===== src/rtl/meas_pkg.sv =====
// Shared types and sizing helpers for the measurement sequencer and its channel finder.
package meas_pkg;

  localparam int CNT_W = 32;

  typedef logic [2:0] state_t;

  localparam state_t ST_IDLE    = 3'd0;
  localparam state_t ST_SELECT  = 3'd1;
  localparam state_t ST_SETTLE  = 3'd2;
  localparam state_t ST_START   = 3'd3;
  localparam state_t ST_WAIT    = 3'd4;
  localparam state_t ST_CAPTURE = 3'd5;
  localparam state_t ST_PRESENT = 3'd6;

  // Width of a channel index; a single channel still needs one bit.
  function automatic int chan_w(input int n);
    return (n < 2) ? 1 : $clog2(n);
  endfunction

  // Width of a counter that must be able to hold the value n.
  function automatic int cnt_w(input int n);
    return (n < 2) ? 1 : $clog2(n + 1);
  endfunction

endpackage


===== src/rtl/meas_chan_rr.sv =====
// Combinational finder for the next enabled channel above cur_ch and the lowest enabled channel.
module meas_chan_rr
  import meas_pkg::*;
#(
  parameter int NUM_CH = 4,
  parameter int CH_W   = chan_w(NUM_CH)
) (
  input  logic [NUM_CH-1:0] mask,
  input  logic [CH_W-1:0]   cur_ch,
  output logic [CH_W-1:0]   next_ch,
  output logic              has_higher,
  output logic [CH_W-1:0]   lowest_ch,
  output logic              any_en
);

  logic [NUM_CH-1:0] above;

  genvar gi;
  for (gi = 0; gi < NUM_CH; gi++) begin : g_above
    assign above[gi] = mask[gi] && (CH_W'(gi) > cur_ch);
  end

  assign has_higher = |above;
  assign any_en     = |mask;

  // Scan downwards so the lowest qualifying index is the one left standing.
  always_comb begin
    next_ch   = '0;
    lowest_ch = '0;
    for (int i = NUM_CH - 1; i >= 0; i--) begin
      if (above[i]) next_ch = CH_W'(i);
      if (mask[i])  lowest_ch = CH_W'(i);
    end
  end

endmodule


===== src/rtl/meas_sequencer.sv =====
// Sweeps the shared gated counter across enabled channels and presents each result on a valid/ready port.
// Define MEAS_SEQ_AVG_EN to average 2^AVG_LOG2 back-to-back measurements per channel.
module meas_sequencer
  import meas_pkg::*;
#(
  parameter int NUM_CH         = 4,
  parameter int SETTLE_CYCLES  = 16,
  parameter int TIMEOUT_CYCLES = 400_000_000,
  parameter int AVG_LOG2       = 2,
  localparam int CH_W          = chan_w(NUM_CH)
) (
  input  logic              fbase,
  input  logic              rst,
  input  logic              cmd_start,
  input  logic              cmd_abort,
  input  logic              cfg_continuous,
  input  logic [NUM_CH-1:0] cfg_chan_mask,
  input  logic              meas_done,
  input  logic [CNT_W-1:0]  fx_cnt_in,
  input  logic [CNT_W-1:0]  fbase_cnt_in,
  input  logic [CNT_W-1:0]  duty_cnt_in,
  input  logic [CNT_W-1:0]  delay_cnt_in,
  output logic [CH_W-1:0]   chan_sel,
  output logic              meas_start,
  output logic              busy,
  output logic              res_valid,
  input  logic              res_ready,
  output logic [CH_W-1:0]   res_chan,
  output logic [CNT_W-1:0]  res_fx,
  output logic [CNT_W-1:0]  res_fbase,
  output logic [CNT_W-1:0]  res_duty,
  output logic [CNT_W-1:0]  res_delay,
  output logic              res_timeout
);

  localparam int SET_W       = cnt_w(SETTLE_CYCLES);
  localparam int TO_W        = cnt_w(TIMEOUT_CYCLES);
  localparam int SETTLE_LAST = (SETTLE_CYCLES > 0) ? SETTLE_CYCLES - 1 : 0;
  localparam int TO_LAST     = (TIMEOUT_CYCLES > 0) ? TIMEOUT_CYCLES - 1 : 0;

  state_t            state_reg, state_next;
  logic [CH_W-1:0]   cur_ch_reg, cur_ch_next;
  logic [CH_W-1:0]   chan_sel_reg;
  logic [SET_W-1:0]  settle_cnt_reg;
  logic [TO_W-1:0]   to_cnt_reg;
  logic              done_d_reg;
  logic              to_flag_reg;
  logic [CH_W-1:0]   res_chan_reg;
  logic              res_timeout_reg;

  logic [CH_W-1:0]   rr_next_ch, rr_lowest_ch;
  logic              rr_has_higher, rr_any_en;
  logic              done_edge, timeout_hit, settle_last, last_meas, capture_en;
  logic [3:0][CNT_W-1:0] cnt_in;

  meas_chan_rr #(.NUM_CH(NUM_CH), .CH_W(CH_W)) u_rr (
    .mask       (cfg_chan_mask),
    .cur_ch     (cur_ch_reg),
    .next_ch    (rr_next_ch),
    .has_higher (rr_has_higher),
    .lowest_ch  (rr_lowest_ch),
    .any_en     (rr_any_en)
  );

  assign cnt_in      = {delay_cnt_in, duty_cnt_in, fbase_cnt_in, fx_cnt_in};
  assign done_edge   = meas_done && !done_d_reg;
  // The timeout counter includes the START cycle, so it equals cycles elapsed since meas_start.
  assign timeout_hit = to_cnt_reg >= TO_W'(TO_LAST);
  assign settle_last = settle_cnt_reg >= SET_W'(SETTLE_LAST);
  assign capture_en  = (state_reg == ST_CAPTURE) && !cmd_abort;

  always_comb begin
    state_next  = state_reg;
    cur_ch_next = cur_ch_reg;
    if (cmd_abort) begin
      state_next = ST_IDLE;
    end else begin
      case (state_reg)
        ST_IDLE: if (cmd_start && rr_any_en) begin
          state_next  = ST_SELECT;
          cur_ch_next = rr_lowest_ch;
        end
        ST_SELECT:  state_next = (SETTLE_CYCLES == 0) ? ST_START : ST_SETTLE;
        ST_SETTLE:  if (settle_last) state_next = ST_START;
        ST_START:   state_next = ST_WAIT;
        ST_WAIT: begin
          if (done_edge)        state_next = last_meas ? ST_CAPTURE : ST_START;
          else if (timeout_hit) state_next = ST_CAPTURE;
        end
        ST_CAPTURE: state_next = ST_PRESENT;
        ST_PRESENT: if (res_ready) begin
          if (rr_has_higher) begin
            state_next  = ST_SELECT;
            cur_ch_next = rr_next_ch;
          end else if (cfg_continuous && rr_any_en) begin
            state_next  = ST_SELECT;
            cur_ch_next = rr_lowest_ch;
          end else begin
            state_next = ST_IDLE;
          end
        end
        default:    state_next = ST_IDLE;
      endcase
    end
  end

  always_ff @(posedge fbase or posedge rst) begin
    if (rst) begin
      state_reg       <= ST_IDLE;
      cur_ch_reg      <= '0;
      chan_sel_reg    <= '0;
      settle_cnt_reg  <= '0;
      to_cnt_reg      <= '0;
      done_d_reg      <= 1'b0;
      to_flag_reg     <= 1'b0;
      res_chan_reg    <= '0;
      res_timeout_reg <= 1'b0;
    end else begin
      state_reg  <= state_next;
      cur_ch_reg <= cur_ch_next;
      done_d_reg <= meas_done;
      if (state_reg == ST_SELECT) chan_sel_reg <= cur_ch_reg;
      if (state_reg == ST_SELECT)
        settle_cnt_reg <= '0;
      else if (state_reg == ST_SETTLE && !settle_last)
        settle_cnt_reg <= settle_cnt_reg + SET_W'(1);
      if (state_reg == ST_START)
        to_cnt_reg <= TO_W'(1);
      else if (state_reg == ST_WAIT && !timeout_hit)
        to_cnt_reg <= to_cnt_reg + TO_W'(1);
      if (state_reg == ST_WAIT) to_flag_reg <= !done_edge && timeout_hit;
      if (capture_en) begin
        res_chan_reg    <= cur_ch_reg;
        res_timeout_reg <= to_flag_reg;
      end
    end
  end

`ifdef MEAS_SEQ_AVG_EN
  localparam int ACC_W = CNT_W + AVG_LOG2;
  localparam int IDX_W = (AVG_LOG2 < 1) ? 1 : AVG_LOG2;

  logic [IDX_W-1:0] meas_idx_reg;

  assign last_meas = (meas_idx_reg == IDX_W'((1 << AVG_LOG2) - 1));

  always_ff @(posedge fbase or posedge rst) begin
    if (rst)
      meas_idx_reg <= '0;
    else if (state_reg == ST_SELECT)
      meas_idx_reg <= '0;
    else if (state_reg == ST_WAIT && done_edge && !last_meas)
      meas_idx_reg <= meas_idx_reg + IDX_W'(1);
  end
`else
  // AVG_LOG2 has no effect when averaging is compiled out.
  localparam int unused_avg_log2 = AVG_LOG2;
  assign last_meas = 1'b1;
`endif

  genvar gi;
  for (gi = 0; gi < 4; gi++) begin : g_cnt
    logic [CNT_W-1:0] cap_val;
    logic [CNT_W-1:0] res_reg;
`ifdef MEAS_SEQ_AVG_EN
    logic [ACC_W-1:0] acc_reg;
    always_ff @(posedge fbase or posedge rst) begin
      if (rst)
        acc_reg <= '0;
      else if (state_reg == ST_SELECT)
        acc_reg <= '0;
      else if (state_reg == ST_WAIT && done_edge)
        acc_reg <= acc_reg + ACC_W'(cnt_in[gi]);
    end
    assign cap_val = CNT_W'(acc_reg >> AVG_LOG2);
`else
    assign cap_val = cnt_in[gi];
`endif
    always_ff @(posedge fbase or posedge rst) begin
      if (rst)
        res_reg <= '0;
      else if (capture_en)
        res_reg <= to_flag_reg ? '0 : cap_val;
    end
  end

  assign chan_sel    = chan_sel_reg;
  assign meas_start  = (state_reg == ST_START);
  assign busy        = (state_reg != ST_IDLE);
  assign res_valid   = (state_reg == ST_PRESENT);
  assign res_chan    = res_chan_reg;
  assign res_timeout = res_timeout_reg;
  assign res_fx      = g_cnt[0].res_reg;
  assign res_fbase   = g_cnt[1].res_reg;
  assign res_duty    = g_cnt[2].res_reg;
  assign res_delay   = g_cnt[3].res_reg;

endmodule


===== config.mk =====
export PLATFORM = sky130hd
export DESIGN_NAME = meas_sequencer
export DESIGN_NICKNAME = d
export VERILOG_FILES = /design/src/rtl/meas_pkg.sv /design/src/rtl/meas_chan_rr.sv /design/src/rtl/meas_sequencer.sv
export SDC_FILE = /design/constraint.sdc
export NUM_CORES = 1
export LEC_CHECK = 0
export CORE_MARGIN = 4
export CORE_UTILIZATION = 41
export CTS_BUF_LIST = sky130_fd_sc_hd__clkbuf_16
export DETAILED_ROUTE_END_ITERATION = 7
export GPL_TIMING_DRIVEN = 0
export PLACE_DENSITY_LB_ADDON = 0.05
export SLEW_MARGIN = 5
export SYNTH_ARGS = -nofsm -noshare
export SYNTH_HDL_FRONTEND = slang
export SYNTH_SLANG_ARGS = --single-unit

===== constraint.sdc =====
create_clock -name fbase -period 5.2 [get_ports fbase]
set_input_delay 0.78 -clock fbase [delete_from_list [all_inputs] [get_ports fbase]]
set_output_delay 0.78 -clock fbase [all_outputs]
set_load 0.1 [all_outputs]

==> Yosys cells after proc, flatten, opt, wreduce, memory -nomap -nowiden <==
Index checks and enable logic that the tools add are counted.
{ "totals": {"reg_bits": 174, "in_bits": 139, "output_inout_bits": 136, "elab_cells": 90} }
{ "op_classes": {"n_reduce_logical": 25, "eq_ne": 13, "muxes": 30, "n_lt_le_gt_ge": 6, "bitwise_logic": 1, "add_sub_neg": 2} }
{ "op_table": {"columns": ["cell", "n"], "rows": [
  ["32-bit 2-to-1 mux", 4],
  ["29-bit 2-to-1 mux", 2],
  ["29-bit by 1-bit adder with 29-bit output (second input constant)", 1],
  ["29-bit greater-or-equal comparator (second input constant)", 1],
  ["2-bit 2-to-1 mux", 12],
  ["3-bit one-hot mux with 7 select lines", 1],
  ["3-bit 2-to-1 mux", 6],
  ["1-bit logical AND", 11],
  ["5-bit 2-to-1 mux", 2],
  ["3-bit equality test (second input constant)", 3],
  ["4-bit OR reduction", 2],
  ["3-bit by 2-bit equality test with 1-bit output (second input constant)", 2],
  ["3-bit != test (second input constant)", 2],
  ["2-bit nonzero test", 3],
  ["5-bit by 1-bit adder with 5-bit output (second input constant)", 1],
  ["5-bit by 4-bit greater-or-equal comparator with 1-bit output (second input constant)", 1],
  ["1-bit logical NOT", 5],
  ["5-bit AND reduction", 1],
  ["1-bit by 2-bit > comparator with 1-bit output (first input constant)", 2],
  ["2-bit > comparator (first input constant)", 2],
  ["4-bit != test (second input constant)", 1],
  ["2-bit one-hot mux with 2 select lines", 1],
  ["4-bit AND reduction", 1],
  ["3-bit by 1-bit equality test with 1-bit output (second input constant)", 1],
  ["other kinds (8)", 9]
]} }

==> Logic depth before layout (Yosys ltp) <==
{ "depth": {"ltp_word": 9, "ltp_mapped": 8, "ltp_nobuf": 8} }

==> Cells and area by module <==
A second synthesis with hierarchy kept.
{ "unflattened": {"cells_unflattened": 820, "area_unflattened_um2": 7469.7} }
{ "modules_own_cells": {"columns": ["mod", "cells_each", "area_each_um2", "seq_area_each_um2", "n_inst"], "rows": [
  ["meas_sequencer", 805, 7380.8, 4354.2, 1],
  ["meas_chan_rr", 15, 88.8, 0.0, 1]
]} }

==> Least setup slack after synthesis <==
No wires, ideal clock.
{ "synth_path": {"path_type": "register to output", "from": "register state_reg[1]", "to": "output port meas_start", "setup_slack_ns": 2.147, "arrival_ns": 2.273, "path_buffers": 3, "stages_incl_launch_ff": 7, "cell_sequence": "dfrtp_1 -> clkbuf_1 -> nand2_1 -> or2_2 -> clkbuf_1 -> clkinv_1 -> buf_1"} }
{ "synth_between": {"elab_chain_cells": 1} }
{ "synth_lines": {"columns": ["element", "line_no", "text"], "rows": [
  ["start, declared", "meas_sequencer.sv:41", "state_t state_reg, state_next;"],
  ["start signal, assigned", "meas_sequencer.sv:119", "state_reg <= state_next;"],
  ["3-bit by 2-bit equality test with 1-bit output", "meas_sequencer.sv:188", "assign meas_start = (state_reg == ST_START);"],
  ["end, declared", "meas_sequencer.sv:24", "output logic meas_start,"]
]} }
Every way passes these cells.

==> Final worst setup path <==
Same ends and word-level chain as after synthesis.

==> flow_metrics.tcl <==
set metrics [dict create \
    ys_seq_area_frac 0.5442 \
    fin_crit_sh 0.8553 \
    start_util 0.4221 \
    slew_headroom 0.2864 \
    num_vias 7146 \
    ys.flop_type "dfrtp_1" \
    io_buffers 274 \
    antenna_found_initial 2 \
    syn-num-nets 985 \
    first_iter_violations 366 \
    crit_top_cell "clkbuf_1" \
    clock.fmax_ghz 0.2249 \
    cts_tree "yes" \
    crit_path_top_delay_cell "clkdlybuf4s50_1" \
    grt_pass1_wl_um 39630 \
    cp_data_arrival_time_ns 3.67 \
    crit_path_start_kind "flip-flop" \
    tightestPinTransition_ns 1.067 \
    worstPathCellList "clkbuf_1 -> nand2_1 -> or2_2 -> clkbuf_1 -> clkinv_1 -> buf_1 -> clkdlybuf4s50_1" \
    swShare 0.4661 \
    die_y_um 147.7 \
    cts_buffers 17 \
    drive_above_1_share 0.05026 \
    path_class "reg2out" \
    grt_use_met1 0.2949 \
    busiest_layer "met2" \
    synthCells 843 \
    post-place-ws_ns 1.244 \
    clk_pin_slew_ns 0.06 \
    routed_via_density 5.050 \
    first_pass_iters 5 \
    fin_crit_ns 4.447 \
    grt_max_degree 40 \
    cts_num_sinks 174 \
    combPwrFrac 0.477 \
    synthToLayoutAreaGrowth_pct 46.85 \
    use_met2 0.3946 \
    synth_top_cell_area_share 0.5442 \
    rr_endpoint "res_duty[4]" \
    final-hold-violation-count 0 \
    cts_resized 0 \
    remaining_drc_errors 0 \
    p_leak_nw 4.919 \
    worstHoldStart "res_delay[10]" \
    peakVddDrop_mv 0.3062 \
    synthArstFlopShare 1.000 \
    die_area_mm2 0.02182 \
    cap_violations 0 \
    setup_violations 0 \
    overflow 0 \
    yosysWarningCount 0 \
    synth.ff_latch_count 174 \
    clockBufferDepth 2 \
    wirelength_um 25160 \
    synth_area_leaders "dfrtp_1 (54%), nand2b_1 (10%), o21ai_0 (8.9%)" \
    grt_usage 0.2308 \
    reg2reg_slack_ns 2.53 \
    dp_hpwl_um 19260 \
    synth.largest_area_cell "dfrtp_1" \
    io_pins 275 \
    crit_fanout 10 \
    synth-edff-count 0 \
    use_met3 0.04936 \
    internal-power_w 0.003011 \
    post_drt_wl_per_cell_um 17.78 \
    slowest_delay_ns 1.25 \
    gp_congestion 0.8612 \
    synthesis.area_mm2 0.008001 \
    first_global_vias 6948 \
    r2r_start "state_reg[1]" \
    seqPwrFrac 0.302 \
    holdPathEnd "res_delay[10]" \
    power.switching_w 0.002629 \
    clock_latency_ns 0.43 \
    ff_latch_area_mm2 0.004354 \
    final_nets 1283 \
    rsz0062_at_grt "false" \
    setup_slack_ns 0.7526 \
    setup_tns_ns 0 \
    whs_ns 0.4772 \
    outcome "completed" \
    htreeDepth 4 \
    cts_root_buffer "clkbuf_16" \
    end_kind "primary output" \
    coreArea_mm2 0.01896 \
    power_density_mw_per_mm2 480.0 \
    ant_nets 0 \
    clkPwrFrac 0.221 \
    reg2reg_depth 7 \
    fin_skew_ns 0.007789 \
    slew_viol_final 0 \
    synth_cell_types 57 \
    avgSynthCellArea_um2 9.492 \
    fillers 1655 \
    p_total_w 0.005640 \
    hold_depth 2 \
    hp-class "reg2reg" \
    multi_input_area_mm2 0.003376 \
    die_w_um 147.7 \
    holdBufCountCts 0 \
    cp.required_ns 4.42 \
    cts_setup_buffers 0 \
    std_cell_rows 50 \
]
kinds of logic after synthesis:
kind of cell / count (synthesis) / share of synthesized area
adder cells (fa/ha/maj): 3 / 0.004692
XOR/XNOR: 2 / 0.002190
flip-flops: 174 / 0.5442
multiplexers: 11 / 0.01439
buffers and inverters: 67 / 0.03393
AO/OA/AOI/OAI: 210 / 0.1528
AND/OR/NAND/NOR: 376 / 0.2478
power by group through the flow:
stage          clock [W]  combinational (W)  sequential [W]
6_report         0.00125            0.00269         0.00171
5_1_grt          0.00133            0.00282         0.00174
4_1_cts          0.00128            0.00271         0.00171
3_5_place_dp           0            0.00270         0.00173
3_3_place_gp           0            0.00268         0.00172
2_1_floorplan          0           0.000594         0.00310
cell usage in the layout (no fill, tap or decap), drive strengths merged, types with 11 or more instances in the layout:
cell type,count
nand2b,133
nand2,152
clkdlybuf4s50,274
clkbuf,68
a21oi,23
dfrtp,174
buf,11
o21ai,145
nor2,15
o31ai,12
nand3,14
per-stage QoR:
step,area (um2),utilization,instances
2_1_floorplan,8005,-,843
6_report,11750,0.6199,1415
3_3_place_gp,11070,0.5842,1377
5_1_grt,11750,0.6199,1415
4_1_cts,11750,0.6197,1414
3_5_place_dp,11170,0.5894,1382
Yosys cell counts (2+ instances only):
master / number
nor3_1: 6
and4_1: 6
nand2_1: 152
or4b_1: 2
nor2_1: 15
o21ai_0: 143
o31ai_1: 12
nand3_1: 14
o211ai_1: 5
buf_6: 2
nand3b_1: 2
a211o_1: 2
or3_1: 6
ha_1: 3
o21ai_1: 2
mux2i_1: 7
a21oi_1: 23
or4_1: 10
buf_2: 3
o21a_1: 5
dfrtp_1: 174
and3_1: 4
nand4_1: 7
mux2_2: 4
clkbuf_1: 50
o2111ai_1: 5
o41ai_1: 2
inv_1: 9
and2_1: 2
or2_2: 2
nor2b_1: 3
nor4_1: 4
nand2b_1: 133
worst max-delay path by stage:
stage          slack (ns)  cells past startpoint         start          end
6_report             0.75                      7  state_reg[1]   meas_start
5_1_grt              0.58                      7  state_reg[1]   meas_start
4_1_cts              0.78                      7  state_reg[1]   meas_start
3_5_place_dp         1.24                      7  state_reg[1]   meas_start
3_3_place_gp         0.58                      2           rst  chan_sel[1]
2_1_floorplan        2.15                      6  state_reg[1]   meas_start
critical path, delay by kind of cell, from the launching register on:
kind / cells / cell delay (ns)
buffers and inverters: 5 / 2.52
flip-flops: 1 / 0.37
AND/OR/NAND/NOR: 2 / 0.36
layout make-up:
cell class | instances | area share
Sequential cell | 174 | 0.3706
Multi-Input combinational cell | 602 | 0.2873
Timing Repair Buffer | 279 | 0.2419
Clock buffer | 17 | 0.03620
Tap cell | 260 | 0.02769
Buffer | 57 | 0.01991
Clock inverter | 15 | 0.01267
Inverter | 10 | 0.003514
Antenna cell | 1 | 0.0002130
metal layers:
metal  vias up  part of all wire  routed length (um)
met4         2             0.023                 576
met3        40             0.052                1312
met5         -           0.00052                  13
met1      3446              0.43               10720
met2       180              0.50               12540
li1       3478                 -                   -
Note: power is estimated with default switching activity, not from simulation.
